## src/rtl/sub_scheduler_if.sv

```systemverilog
// Request/response bundle between the requesters/consumer and the
// subtractor scheduler. The master side is the environment, the slave
// side is the scheduler.
interface sub_scheduler_if #(
  parameter int NREQ = 4,
  parameter int IDW  = 3
);
  logic [NREQ-1:0]   req_valid;
  logic [4*NREQ-1:0] req_a;
  logic [4*NREQ-1:0] req_b;
  logic [NREQ-1:0]   req_ready;
  logic              rsp_valid;
  logic              rsp_ready;
  logic [IDW-1:0]    rsp_id;
  logic [3:0]        rsp_sub;
  logic              rsp_flag;

  modport master (
    output req_valid, req_a, req_b, rsp_ready,
    input  req_ready, rsp_valid, rsp_id, rsp_sub, rsp_flag
  );

  modport slave (
    input  req_valid, req_a, req_b, rsp_ready,
    output req_ready, rsp_valid, rsp_id, rsp_sub, rsp_flag
  );
endinterface

```

## src/rtl/sub_scheduler.sv

```systemverilog
// Round-robin scheduler sharing one 4-bit signed subtractor among NREQ
// requesters, with a saturating count of overflowed results.
//
// state | meaning
// ------+-----------------------------------------------------------
// IDLE  | waiting for a request; grants the round-robin winner
// EXEC  | registered operands drive the subtractor; result captured
// RESP  | response held on rsp_* until the consumer takes it

// 4-bit signed subtractor; flag is 1 when a - b fits in 4 bits.
module subtratorcompleto_DUV (
  input  logic [3:0] a,
  input  logic [3:0] b,
  output logic [3:0] sub,
  output logic       flag
);
  assign sub  = a - b;
  assign flag = ~((a[3] ^ b[3]) & (sub[3] ^ a[3]));
endmodule

module sub_scheduler #(
  parameter int NREQ = 4,
  parameter int IDW  = 3,
  parameter int CNTW = 8
) (
  input  logic            clk,
  input  logic            rst,
  sub_scheduler_if.slave  bus,
  output logic            busy,
  output logic [CNTW-1:0] ovf_count
);

  typedef enum logic [1:0] {IDLE, EXEC, RESP} state_t;

  state_t            state, state_nxt;
  logic [IDW-1:0]    ptr;
  logic [3:0]        a_q, b_q;
  logic [IDW-1:0]    id_q;
  logic              rsp_valid_q, rsp_flag_q;
  logic [IDW-1:0]    rsp_id_q;
  logic [3:0]        rsp_sub_q;
  logic [CNTW-1:0]   ovf_q;

  logic              found;
  int                win_idx;
  logic [3:0]        a_sel, b_sel;
  logic [IDW-1:0]    win, ptr_nxt;
  logic [NREQ-1:0]   grant;
  logic              cap_en, exec_en;
  logic [3:0]        sub_w;
  logic              flag_w;

  subtratorcompleto_DUV u_sub (
    .a    (a_q),
    .b    (b_q),
    .sub  (sub_w),
    .flag (flag_w)
  );

  // Round-robin search starting at ptr, wrapping modulo NREQ.
  always_comb begin
    int idx;
    logic [NREQ-1:0]   v_sh;
    logic [4*NREQ-1:0] a_sh, b_sh;
    found   = 1'b0;
    win_idx = 0;
    idx     = 0;
    v_sh    = '0;
    for (int k = 0; k < NREQ; k++) begin
      idx = int'(ptr) + k;
      if (idx >= NREQ) idx = idx - NREQ;
      v_sh = bus.req_valid >> idx;
      if (!found && v_sh[0]) begin
        found   = 1'b1;
        win_idx = idx;
      end
    end
    a_sh    = bus.req_a >> (4 * win_idx);
    b_sh    = bus.req_b >> (4 * win_idx);
    a_sel   = a_sh[3:0];
    b_sel   = b_sh[3:0];
    win     = IDW'(win_idx);
    ptr_nxt = (win_idx == NREQ - 1) ? '0 : IDW'(win_idx + 1);
  end

  // State register.
  always_ff @(posedge clk) begin
    if (rst) state <= IDLE;
    else     state <= state_nxt;
  end

  // Next-state and control decode.
  always_comb begin
    state_nxt = state;
    grant     = '0;
    cap_en    = 1'b0;
    exec_en   = 1'b0;
    case (state)
      IDLE: begin
        if (found) begin
          grant     = NREQ'(1) << win_idx;
          cap_en    = 1'b1;
          state_nxt = EXEC;
        end
      end
      EXEC: begin
        exec_en   = 1'b1;
        state_nxt = RESP;
      end
      RESP: begin
        if (bus.rsp_ready) state_nxt = IDLE;
      end
      default: state_nxt = IDLE;
    endcase
  end

  // Operand capture, result registers and overflow counter.
  always_ff @(posedge clk) begin
    if (rst) begin
      ptr         <= '0;
      a_q         <= '0;
      b_q         <= '0;
      id_q        <= '0;
      rsp_valid_q <= 1'b0;
      rsp_id_q    <= '0;
      rsp_sub_q   <= '0;
      rsp_flag_q  <= 1'b0;
      ovf_q       <= '0;
    end else begin
      if (cap_en) begin
        a_q  <= a_sel;
        b_q  <= b_sel;
        id_q <= win;
        ptr  <= ptr_nxt;
      end
      if (exec_en) begin
        rsp_sub_q   <= sub_w;
        rsp_flag_q  <= flag_w;
        rsp_id_q    <= id_q;
        rsp_valid_q <= 1'b1;
        if (!flag_w && ovf_q != {CNTW{1'b1}}) ovf_q <= ovf_q + CNTW'(1);
      end else if (state == RESP && bus.rsp_ready) begin
        rsp_valid_q <= 1'b0;
      end
    end
  end

  // Grant is forced low while reset is asserted so nothing is accepted.
  assign bus.req_ready = rst ? '0 : grant;
  assign bus.rsp_valid = rsp_valid_q;
  assign bus.rsp_id    = rsp_id_q;
  assign bus.rsp_sub   = rsp_sub_q;
  assign bus.rsp_flag  = rsp_flag_q;
  assign busy          = (state != IDLE) && !rst;
  assign ovf_count     = ovf_q;

endmodule

```

## src/flat_wrapper.sv

```systemverilog
// flat-port wrapper written by rule: the top's interface ports become plain ports
module sub_scheduler_flat 
#(
  parameter int NREQ = 4,
  parameter int IDW  = 3,
  parameter int CNTW = 8
)
  (clk, rst, busy, ovf_count, bus_req_valid, bus_req_a, bus_req_b, bus_rsp_ready, bus_req_ready, bus_rsp_valid, bus_rsp_id, bus_rsp_sub, bus_rsp_flag);
  sub_scheduler_if #(.NREQ(NREQ), .IDW(IDW)) bus_i ();
  input  logic clk;
  input  logic rst;
  output logic busy;
  output logic [CNTW-1:0] ovf_count;
  input wire logic [$bits(bus_i.req_valid)-1:0] bus_req_valid;
  input wire logic [$bits(bus_i.req_a)-1:0] bus_req_a;
  input wire logic [$bits(bus_i.req_b)-1:0] bus_req_b;
  input wire logic [$bits(bus_i.rsp_ready)-1:0] bus_rsp_ready;
  output wire logic [$bits(bus_i.req_ready)-1:0] bus_req_ready;
  output wire logic [$bits(bus_i.rsp_valid)-1:0] bus_rsp_valid;
  output wire logic [$bits(bus_i.rsp_id)-1:0] bus_rsp_id;
  output wire logic [$bits(bus_i.rsp_sub)-1:0] bus_rsp_sub;
  output wire logic [$bits(bus_i.rsp_flag)-1:0] bus_rsp_flag;
  assign bus_i.req_valid = bus_req_valid;
  assign bus_i.req_a = bus_req_a;
  assign bus_i.req_b = bus_req_b;
  assign bus_i.rsp_ready = bus_rsp_ready;
  assign bus_req_ready = bus_i.req_ready;
  assign bus_rsp_valid = bus_i.rsp_valid;
  assign bus_rsp_id = bus_i.rsp_id;
  assign bus_rsp_sub = bus_i.rsp_sub;
  assign bus_rsp_flag = bus_i.rsp_flag;
  sub_scheduler #(.NREQ(NREQ), .IDW(IDW), .CNTW(CNTW)) u_core (.clk(clk), .rst(rst), .bus(bus_i), .busy(busy), .ovf_count(ovf_count));
endmodule
```

## config.mk

```make
export PLATFORM = sky130hd
export DESIGN_NAME = sub_scheduler_flat
export DESIGN_NICKNAME = d
export VERILOG_FILES = /design/src/rtl/sub_scheduler_if.sv /design/src/rtl/sub_scheduler.sv /design/src/flat_wrapper.sv
export SDC_FILE = /design/constraint.sdc
export NUM_CORES = 1
export LEC_CHECK = 0
export ABC_AREA = 1
export CORE_ASPECT_RATIO = 0.6
export CORE_UTILIZATION = 43
export CTS_CLUSTER_DIAMETER = 80
export CTS_CLUSTER_SIZE = 10
export DETAILED_ROUTE_END_ITERATION = 7
export PLACE_DENSITY = 0.73
export SLEW_MARGIN = 10
export SYNTH_ARGS = -nofsm -noshare
export SYNTH_HDL_FRONTEND = slang
export SYNTH_SLANG_ARGS = --single-unit
```

## constraint.sdc

```tcl
create_clock -name clk -period 2.4 [get_ports clk]
set_input_delay 0.24 -clock clk [delete_from_list [all_inputs] [get_ports clk]]
set_output_delay 0.24 -clock clk [all_outputs]
set_load 0.005 [all_outputs]
```

### Yosys cells after proc, flatten, opt, wreduce, memory -nomap -nowiden

Cells that the tools add are included.

* register bits after elaboration: 33
* bits of input ports: 39
* output and inout port bits: 22
* logic and storage cells: 80

* add/subtract/negate cells: 10
* order comparisons: 4
* eq/ne operators: 6
* shift-type cells: 7
* multiplexer cells: 24
* bitwise logic cells: 4
* reductions and logical operators: 15

Operator list (count)
* 32-bit 2-to-1 mux: 8
* 4-bit by 32-bit >> shifter with 1-bit output: 4
* 32-bit by 4-bit >= comparator with 1-bit output, second input constant: 3
* 32-bit by 4-bit subtractor with 32-bit output, second input constant: 3
* 16-bit by 32-bit >> shifter with 4-bit output: 2
* 32-bit by 3-bit == test with 1-bit output, second input constant: 1
* 1-bit by 32-bit << shifter with 4-bit output, first input constant: 1
* 4-bit 2-to-1 mux: 3
* 1-bit 2-to-1 mux: 9
* 3-bit by 2-bit adder with 4-bit output, second input constant: 2
* 8-bit by 1-bit adder with 8-bit output, second input constant: 1
* 8-bit inequality test, second input constant: 1
* 1-bit logical AND: 6
* 2-bit case mux with 3 select lines: 1
* 3-bit by 1-bit adder with 4-bit output, second input constant: 1
* 1-bit logical NOT: 4
* 2-bit 2-to-1 mux: 2
* 2-bit AND reduction: 2
* 2-bit nonzero test: 2
* 3-bit by 3-bit subtractor with 4-bit output, second input constant: 1
* 4-bit subtractor: 1
* 3-bit by 2-bit adder with 3-bit output, second input constant: 1
* 3-bit >= comparator, second input constant: 1
* 3-bit 2-to-1 mux: 1
* other kinds (8): 9

### Logic depth before layout (Yosys ltp)

Gate-level depths: netlist of run 1.

* depth after elaboration: 17
* gate-level depth with buffers: 18
* depth with buffers taken out: 16

### Hierarchy

A second synthesis of run 1 with hierarchy kept.

* cell total of the unflattened synthesis: 312
* area, all modules: 2024.4 µm²

By module, submodules not included
* sub_scheduler: times used 1, cells each 285, area each 1870.5 µm², sequential area each 660.6 µm²
* subtratorcompleto_DUV: times used 1, cells each 27, area each 153.9 µm², sequential area each 0.0 µm²

### Worst setup path after synthesis of run 1

Ideal clock, no wire load.

* path type: flip-flop to flip-flop
* start point: register u_core.ptr[1]
* end point: register u_core.ptr[1]
* arrival time: 2155 ps
* required time: 2278 ps
* slack: 124 ps
* stages on the path, launching flop included: 16
* clock period less this slack: 2276 ps
* path through: dfxtp_1 inv_4 ha_1 inv_1 a21oi_1 nand2_1 nand2_4 nand4_2 nand2_2 nand2_4 nand2_4 buf_6 inv_1 ha_1 nand2_1 o21ai_0

RTL lines
* from (decl): RTL line sub_scheduler.sv:36 `logic [IDW-1:0] ptr;`
* from (signal assigned): RTL line sub_scheduler.sv:134 `ptr <= ptr_nxt;`

### Final worst setup path of run 1

* start point: register u_core.ptr[0]
* end point: output port bus_req_ready[2]

* cells in the longest elaborated chain, start to end: 17
* elaborated cells on any way between the ends: 37

RTL lines
* branches (longest 14 deep; another with 32-bit by 4-bit subtractor with 32-bit output)
* 4-bit 2-to-1 mux (*): RTL line sub_scheduler.sv:100 `if (found) begin`
* 4-bit 2-to-1 mux (*): RTL line sub_scheduler.sv:98 `case (state)`
* 4-bit 2-to-1 mux (*): RTL line sub_scheduler.sv:149 `assign bus.req_ready = rst ? '0 : grant;`
* to (decl): RTL line flat_wrapper.sv:18 `output wire logic [$bits(bus_i.req_ready)-1:0] bus_req_ready;`

Mark *: on every way between the ends.

==> results.yml, run 1 <==
run_status:
  status: "complete, but fails checks"
  violations: "setup timing"
worst_setup_path:
  required_ps: 2160
  cp_max_fo: 3
  critical_path.max_stage_delay_ps: 360
  crit_path_end_kind: "output port"
  slowest_stage: "dfxtp_4"
  crit_chain: "inv_4 > ha_4 > buf_4 > nand3_1 > nand3_2 > inv_1 > nand4_1 > nand3_1 > nand2_2 > buf_6 > nor2_4 > inv_2 > nor2_1 > buf_2"
  reg2reg_depth: 15
  crit_path_start_kind: "register"
  cp_common_cell: "nand3_1"
  critPathKind: "reg -> out"
  cp_data_arrival_time_ps: 2230
cells_and_area:
  syn_to_final_growth_pct: 48.2
  fillers: 384
  drive_gt1_share_pct: 25.6
  nets: 430
  diodes: 0
sta:
  hold_viol: 0
  whs_ps: 439
  final_max_slew_viol_count: 0
  min_period_ps: 2470
  tns_ps: -131
  max_freq_ghz: 0.405
  relSlewSlack_pct: 73.5
  fin_skew_ps: 10.1
  setup_viol_count_final: 2
  fin_ws_ps: -72.1
  tightest_slew_ps: 395
  fin_crit_sh_pct: 103
  rsz0062_at_grt: "true"
place:
  io_buffer_count: 60
  globalplace.congestion: 0.931
  hpwl_mm: 3.87
synth:
  synth-seq-area-share_pct: 31.4
  yosysWarnings: 0
  synth_cell_type_count: 33
  synth_top_cell_area_share_pct: 31.4
  synth-seq-cells: 33
  synth_edf_count: 0
  async_flop_share_pct: 0
  synthFlopType: "dfxtp_1"
  avgSynthCellArea_um2: 7.05
  netlist_top_cells_area: "dfxtp_1 (31%), nand2_1 (15%), nand3_1 (7.1%)"
  synth_cells: 299
  syn-num-nets: 346
  synthesis.area_um2: 2110
  yosys.area.top_type: "dfxtp_1"
clock_tree:
  cts_buffer_depth: 2
  cts_tree: "done"
  tritoncts.num_buffers: 5
  cts_max_level: 2
  root_buffer: "clkbuf_8"
  path_clk_slew_ps: 70
  clk_latency_ps: 280
  cts.sinks: 33
drt:
  drcViolationCount: 0
  vias_per_cell: 5.01
  final_antenna_net_count: 0
  wire_per_inst_um: 12.0
  drt-total-wl_mm: 5.36
  vias: 2236
  drt_first_iter_violations: 77
  drtPass1Iterations: 4
die:
  dieArea_um2: 5190
  coreArea_um2: 4640
  fp-row-count: 19
  die_x_um: 92.4
  die_h_um: 56.2
  initial_core_util_pct: 45.5
  io_pins: 61
power_and_ir_drop:
  leakagePower_nw: 1.41
  power_density_nw_per_um2: 1090
  irDropWorstVdd_mv: 0.389
  p_total_mw: 3.41
global_routing:
  grt_pass1_vias: 2139
  grt_max_degree: 18
  antenna_found_initial: 0
  grt_pass1_wl_mm: 9.02
  overflow: 0
  grt_usage_pct: 21.4
flow_run:
  maxCapViolCount: 0
min_path:
  hp-class: "reg -> reg"
  holdPathStages: 2
## registers in the layout, indices dropped and copies added, names as in the netlist
| register | flops |
|---|---|
| u_core.state | 2 |
| u_core.bus.rsp_flag | 1 |
| u_core.a_q | 4 |
| u_core.ptr | 3 |
| u_core.bus.rsp_id | 3 |
| u_core.ovf_count | 8 |
| u_core.bus.rsp_sub | 4 |
| u_core.id_q | 3 |
| u_core.bus.rsp_valid | 1 |
| u_core.b_q | 4 |
## per-layer routing
metal,GRT usage (%),vias up,wire (µm)
met4,4.02,0,37
met1,28.7,1026,2530
li1,-,1131,-
met2,35.4,75,2450
met5,0,-,0
met3,4.78,4,340
## worst max-delay path: cells and delay by family, from the launching register on
family	cells	cell delay [ps]
fa+ha+maj	1	250
buf+inv	6	560
flops	1	360
simple gates	7	770
## cells by family (layout without fill, tap and decap cells)
logic type                 Yosys count  after routing  share of synthesized area [%]
and+or+nand+nor                    172            172                           41.2
buffers and inverters               42            126                           9.62
AOI/OAI and AO/OA                   38             38                           10.3
DFF                                 33             33                           31.4
adders and majority gates            8              8                           5.11
xor gates and xnor gates             6              6                           2.49
## final timing paths
| path | from | endpoint | slack, ps |
|---|---|---|---|
| setup / recovery | u_core.ptr[0] | bus_req_ready[2] | -70 |
| hold / removal | u_core.id_q[2] | u_core.id_q[2] | 440 |
| setup reg to reg | u_core.ptr[0] | u_core.ptr[1] | 230 |
| hold reg to reg | u_core.id_q[2] | u_core.id_q[2] | 440 |
## cell type report
| class | instances | area [µm²] | area share, % |
|---|---|---|---|
| Clock buffer | 5 | 68.8 | 2.20 |
| Clock inverter | 2 | 35.0 | 1.12 |
| Inverter | 33 | 134 | 4.29 |
| Multi-Input combinational cell | 224 | 1340 | 42.9 |
| Sequential cell | 33 | 668 | 21.4 |
| Tap cell | 63 | 78.8 | 2.53 |
| Timing Repair Buffer | 86 | 798 | 25.6 |
## where the power goes
group / switching, mW / internal (mW) / total (mW) / leakage, nW
clock network: 0.195 / 0.302 / 0.496 / 0.0540
logic: 1.22 / 0.941 / 2.16 / 1.08
registers: 0.0720 / 0.679 / 0.751 / 0.272
total: 1.49 / 1.92 / 3.41 / 1.41
## what timing repair did
item	in CTS	in global routing
hold buffers	0	0
endpoints found under the setup margin	4	9
pin swaps	10	14
gates resized for setup	23	25
endpoints found under the hold margin	0	0
buffers inserted	5	6
## cells in the mapped netlist (2+ instances only)
cell      count
nand2_4       5
xnor2_1       2
a21oi_1      19
or2_1         2
nand2_2      19
nand2_1      82
xor2_1        4
ha_1          7
inv_4         3
nor3_1        2
inv_1        26
buf_2         2
clkbuf_1      2
o21ai_0      15
nor2_1       13
inv_2         4
nand3_2       8
buf_6         2
nand3_1      30
nand4_1       7
dfxtp_1      33
## through the flow
step / instance area, µm² / util (%) / instances / worst slack, ps
final: 3120 / 67.3 / 446 / -72.1
after detailed placement: 2830 / 61.0 / 428 / -79.0
after floorplan: 2110 / - / 299 / 124
after CTS: 3000 / 64.8 / 440 / 4.25
after global routing: 3120 / 67.3 / 446 / -148
after global placement: 2830 / 61.0 / 428 / -22.0
## cell usage in the layout (no fill, tap or decap), types with 3 or more instances in the layout
cell type and n:
a21oi_1 18, buf_4 20, buf_6 6, clkbuf_8 5, clkdlybuf4s50_1 56, dfxtp_1 31, ha_1 5, inv_1 25
inv_2 4, inv_4 4, nand2_1 74, nand2_2 25, nand2_4 7, nand3_1 29, nand3_2 8, nand4_1 7
nor2_1 10, nor2_2 3, o21ai_0 14, xor2_1 4
Power figures use the tool's default switching activity.
==> inputs of run 2 (changes only) <==
--- a/config.mk
+++ b/config.mk
@@ -11,7 +11,7 @@
 export CTS_CLUSTER_DIAMETER = 80
 export CTS_CLUSTER_SIZE = 10
 export DETAILED_ROUTE_END_ITERATION = 7
-export PLACE_DENSITY = 0.73
+export PLACE_DENSITY_LB_ADDON = 0.15
 export SLEW_MARGIN = 10
 export SYNTH_ARGS = -nofsm -noshare
 export SYNTH_HDL_FRONTEND = slang
==> run 2 against run 1 <==
Compared with the run above: the flow still finishes with violations (setup timing); combinational power hardly changed; sequential share of layout area is 0.14 points higher; hold slack better by 4.5 ps; setup slack better by 66 ps; clock power is 17% lower; cell count is 0.45% higher; count of clock-buffer cells in the layout is 2 higher; cell area is 1.0% lower; non-clock buffer count is 2 higher; via count is 2.2% lower; register-to-register slack worse by 50 ps; first-iteration DRC count is 45% higher; largest power group unchanged.
==> results.yml, run 2 (synthesized netlist as in run 1, its figures left out) <==
die:
  fp-row-count: 19
  die_h_um: 56.2
  coreArea_um2: 4640
  io_pins: 61
  initial_core_util_pct: 45.5
  dieArea_um2: 5190
  die_x_um: 92.4
clock_tree:
  cts_buffer_depth: 2
  tritoncts.num_buffers: 5
  cts.sinks: 33
  cts_tree: "done"
  clk_latency_ps: 270
  cts_max_level: 2
  root_buffer: "clkbuf_8"
  path_clk_slew_ps: 60
power_and_ir_drop:
  leakagePower_nw: 1.40
  clockPowerShare_pct: 12.5
  intPower_mw: 1.85
  combPwrFrac_pct: 64.9
  irDropWorstVdd_mv: 0.435
  power_density_nw_per_um2: 1070
  switching_share_pct: 44.1
  seq_power_share_pct: 22.6
  switchingPower_mw: 1.46
  p_total_mw: 3.31
cells_and_area:
  layout_commonest_cell: "nand2_1"
  nets: 432
  diodes: 0
  largest_reg_flops: 8
  drive_gt1_share_pct: 25.7
  syn_to_final_growth_pct: 46.7
  fin_area_um2: 3090
  layout_common_cells: "nand2_1 (77), clkdlybuf4s50_1 (56), dfxtp_1 (31), nand3_1 (29)"
  post-route-util_pct: 66.7
global_routing:
  antenna_found_initial: 0
  grt_max_degree: 17
  grt_usage_pct: 22.1
  grt_pass1_wl_mm: 9.23
  overflow: 0
  grt_pass1_vias: 2094
place:
  pre_cts_ws_ps: -150
  io_buffer_count: 60
  place_area_um2: 2840
  globalplace.congestion: 0.864
  hpwl_mm: 4.01
worst_setup_path:
  cp_common_cell: "nand2_4"
  crit_path_start_kind: "register"
  cp_data_arrival_time_ps: 2170
  required_ps: 2160
  cp_max_fo: 5
  slowest_stage: "dfxtp_4"
  critPathKind: "reg -> out"
  critical_path.max_stage_delay_ps: 370
  crit_path_end_kind: "output port"
  crit_chain: "inv_4 > ha_4 > inv_2 > a21oi_2 > nand2_2 > nand2_4 > buf_4 > nand3_2 > nand2_2 > nand2_4 > nand2_4 > inv_2 > nor2_2 > clkdlybuf4s15_2"
sta:
  fin_skew_ps: 2.19
  fin_ws_ps: -5.67
  max_freq_ghz: 0.416
  fin_crit_sh_pct: 100
  tns_ps: -5.67
  relSlewSlack_pct: 76.2
  rsz0062_at_grt: "true"
  tightest_slew_ps: 354
  setup_viol_count_final: 1
  min_period_ps: 2410
  hold_viol: 0
  final_max_slew_viol_count: 0
drt:
  wire_per_inst_um: 11.9
  vias_per_cell: 4.88
  drt-total-wl_mm: 5.33
  vias: 2187
  drt_first_iter_violations: 112
  wl_met2_mm: 2.37
  met1Wirelength_mm: 2.62
  wl_met3_um: 313
  highest_layer: "met4"
  final_antenna_net_count: 0
  drcViolationCount: 0
  drtPass1Iterations: 4
flow_run:
  maxCapViolCount: 0
run_status:
  violations: "setup timing"
  status: "complete, but fails checks"
min_path:
  hp-class: "reg -> reg"
==> run 2: cell types whose count changed in the layout (fill, tap and decap cells not counted), moves of 2 or more <==
cell and change:
buf_4 +4, buf_6 -2, clkbuf_2 -2, inv_1 -2, inv_2 +3, nand2_1 +3
nand2_4 -2
==> run 2: worst max-delay path: cells and delay by family, from the launching register on <==
kind	cells	cell delay (ps)
AND/OR/NAND/NOR	7	660
adder cells (fa/ha/maj)	1	250
flip-flops	1	370
buffers and inverters	5	480
AO/OA/AOI/OAI	1	120
==> run 2: worst paths after layout <==
check	from	depth (start not counted)	slack, ps	to
setup / recovery	u_core.ptr[0]	14	-6	bus_req_ready[0]
hold reg to reg	u_core.id_q[2]	2	440	u_core.id_q[2]
hold / removal	u_core.id_q[2]	2	440	u_core.id_q[2]
setup reg to reg	u_core.ptr[0]	17	180	u_core.b_q[2]
==> run 2: cell type report <==
class	instances	area, µm²
multi-input cells	224	1320
inverters	33	131
repair buffers	88	812
flip-flops and latches	33	666
fillers	399	1550
clock buffers	7	86.3
well taps	63	78.8
==> run 2: power groups by stage <==
stage          logic (mW)  clock network [mW]  registers [mW]
3_3_place_gp         1.82                   0           0.755
6_report             2.15               0.413           0.748
5_1_grt              2.38               0.450           0.764
3_5_place_dp         1.85                   0           0.754
2_1_floorplan        1.36                   0           0.754
4_1_cts              2.02               0.422           0.747
==> run 2: repair_timing <==
| action | CTS | global route |
|---|---|---|
| hold buffers | 0 | 0 |
| endpoints found under the hold margin | 0 | 0 |
| pin swaps | 8 | 15 |
| setup endpoints to repair | 4 | 11 |
| setup buffers | 6 | 5 |
| gates resized for setup | 30 | 11 |
==> run 2: routing by layer <==
metal,track usage (%),vias up
met4,4.69,0
met1,30.3,986
met2,34.9,61
met3,5.60,4
met5,0,-
li1,-,1136
==> run 2: per-stage QoR <==
step / hold slack (ps) / cells
3_3_place_gp: 428 / 430
4_1_cts: 449 / 443
2_1_floorplan: 416 / 299
6_report: 444 / 448
3_5_place_dp: 440 / 430
5_1_grt: 475 / 448
==> inputs of run 3 (changes only) <==
--- a/config.mk
+++ b/config.mk
@@ -9,7 +9,7 @@
 export CORE_ASPECT_RATIO = 0.6
 export CORE_UTILIZATION = 43
 export CTS_CLUSTER_DIAMETER = 80
-export CTS_CLUSTER_SIZE = 10
+export CTS_CLUSTER_SIZE = 14
 export DETAILED_ROUTE_END_ITERATION = 7
 export PLACE_DENSITY_LB_ADDON = 0.15
 export SLEW_MARGIN = 10
==> results of run 3 <==
Same layout as run 2: the final DEF is identical, and so are final timing and power.
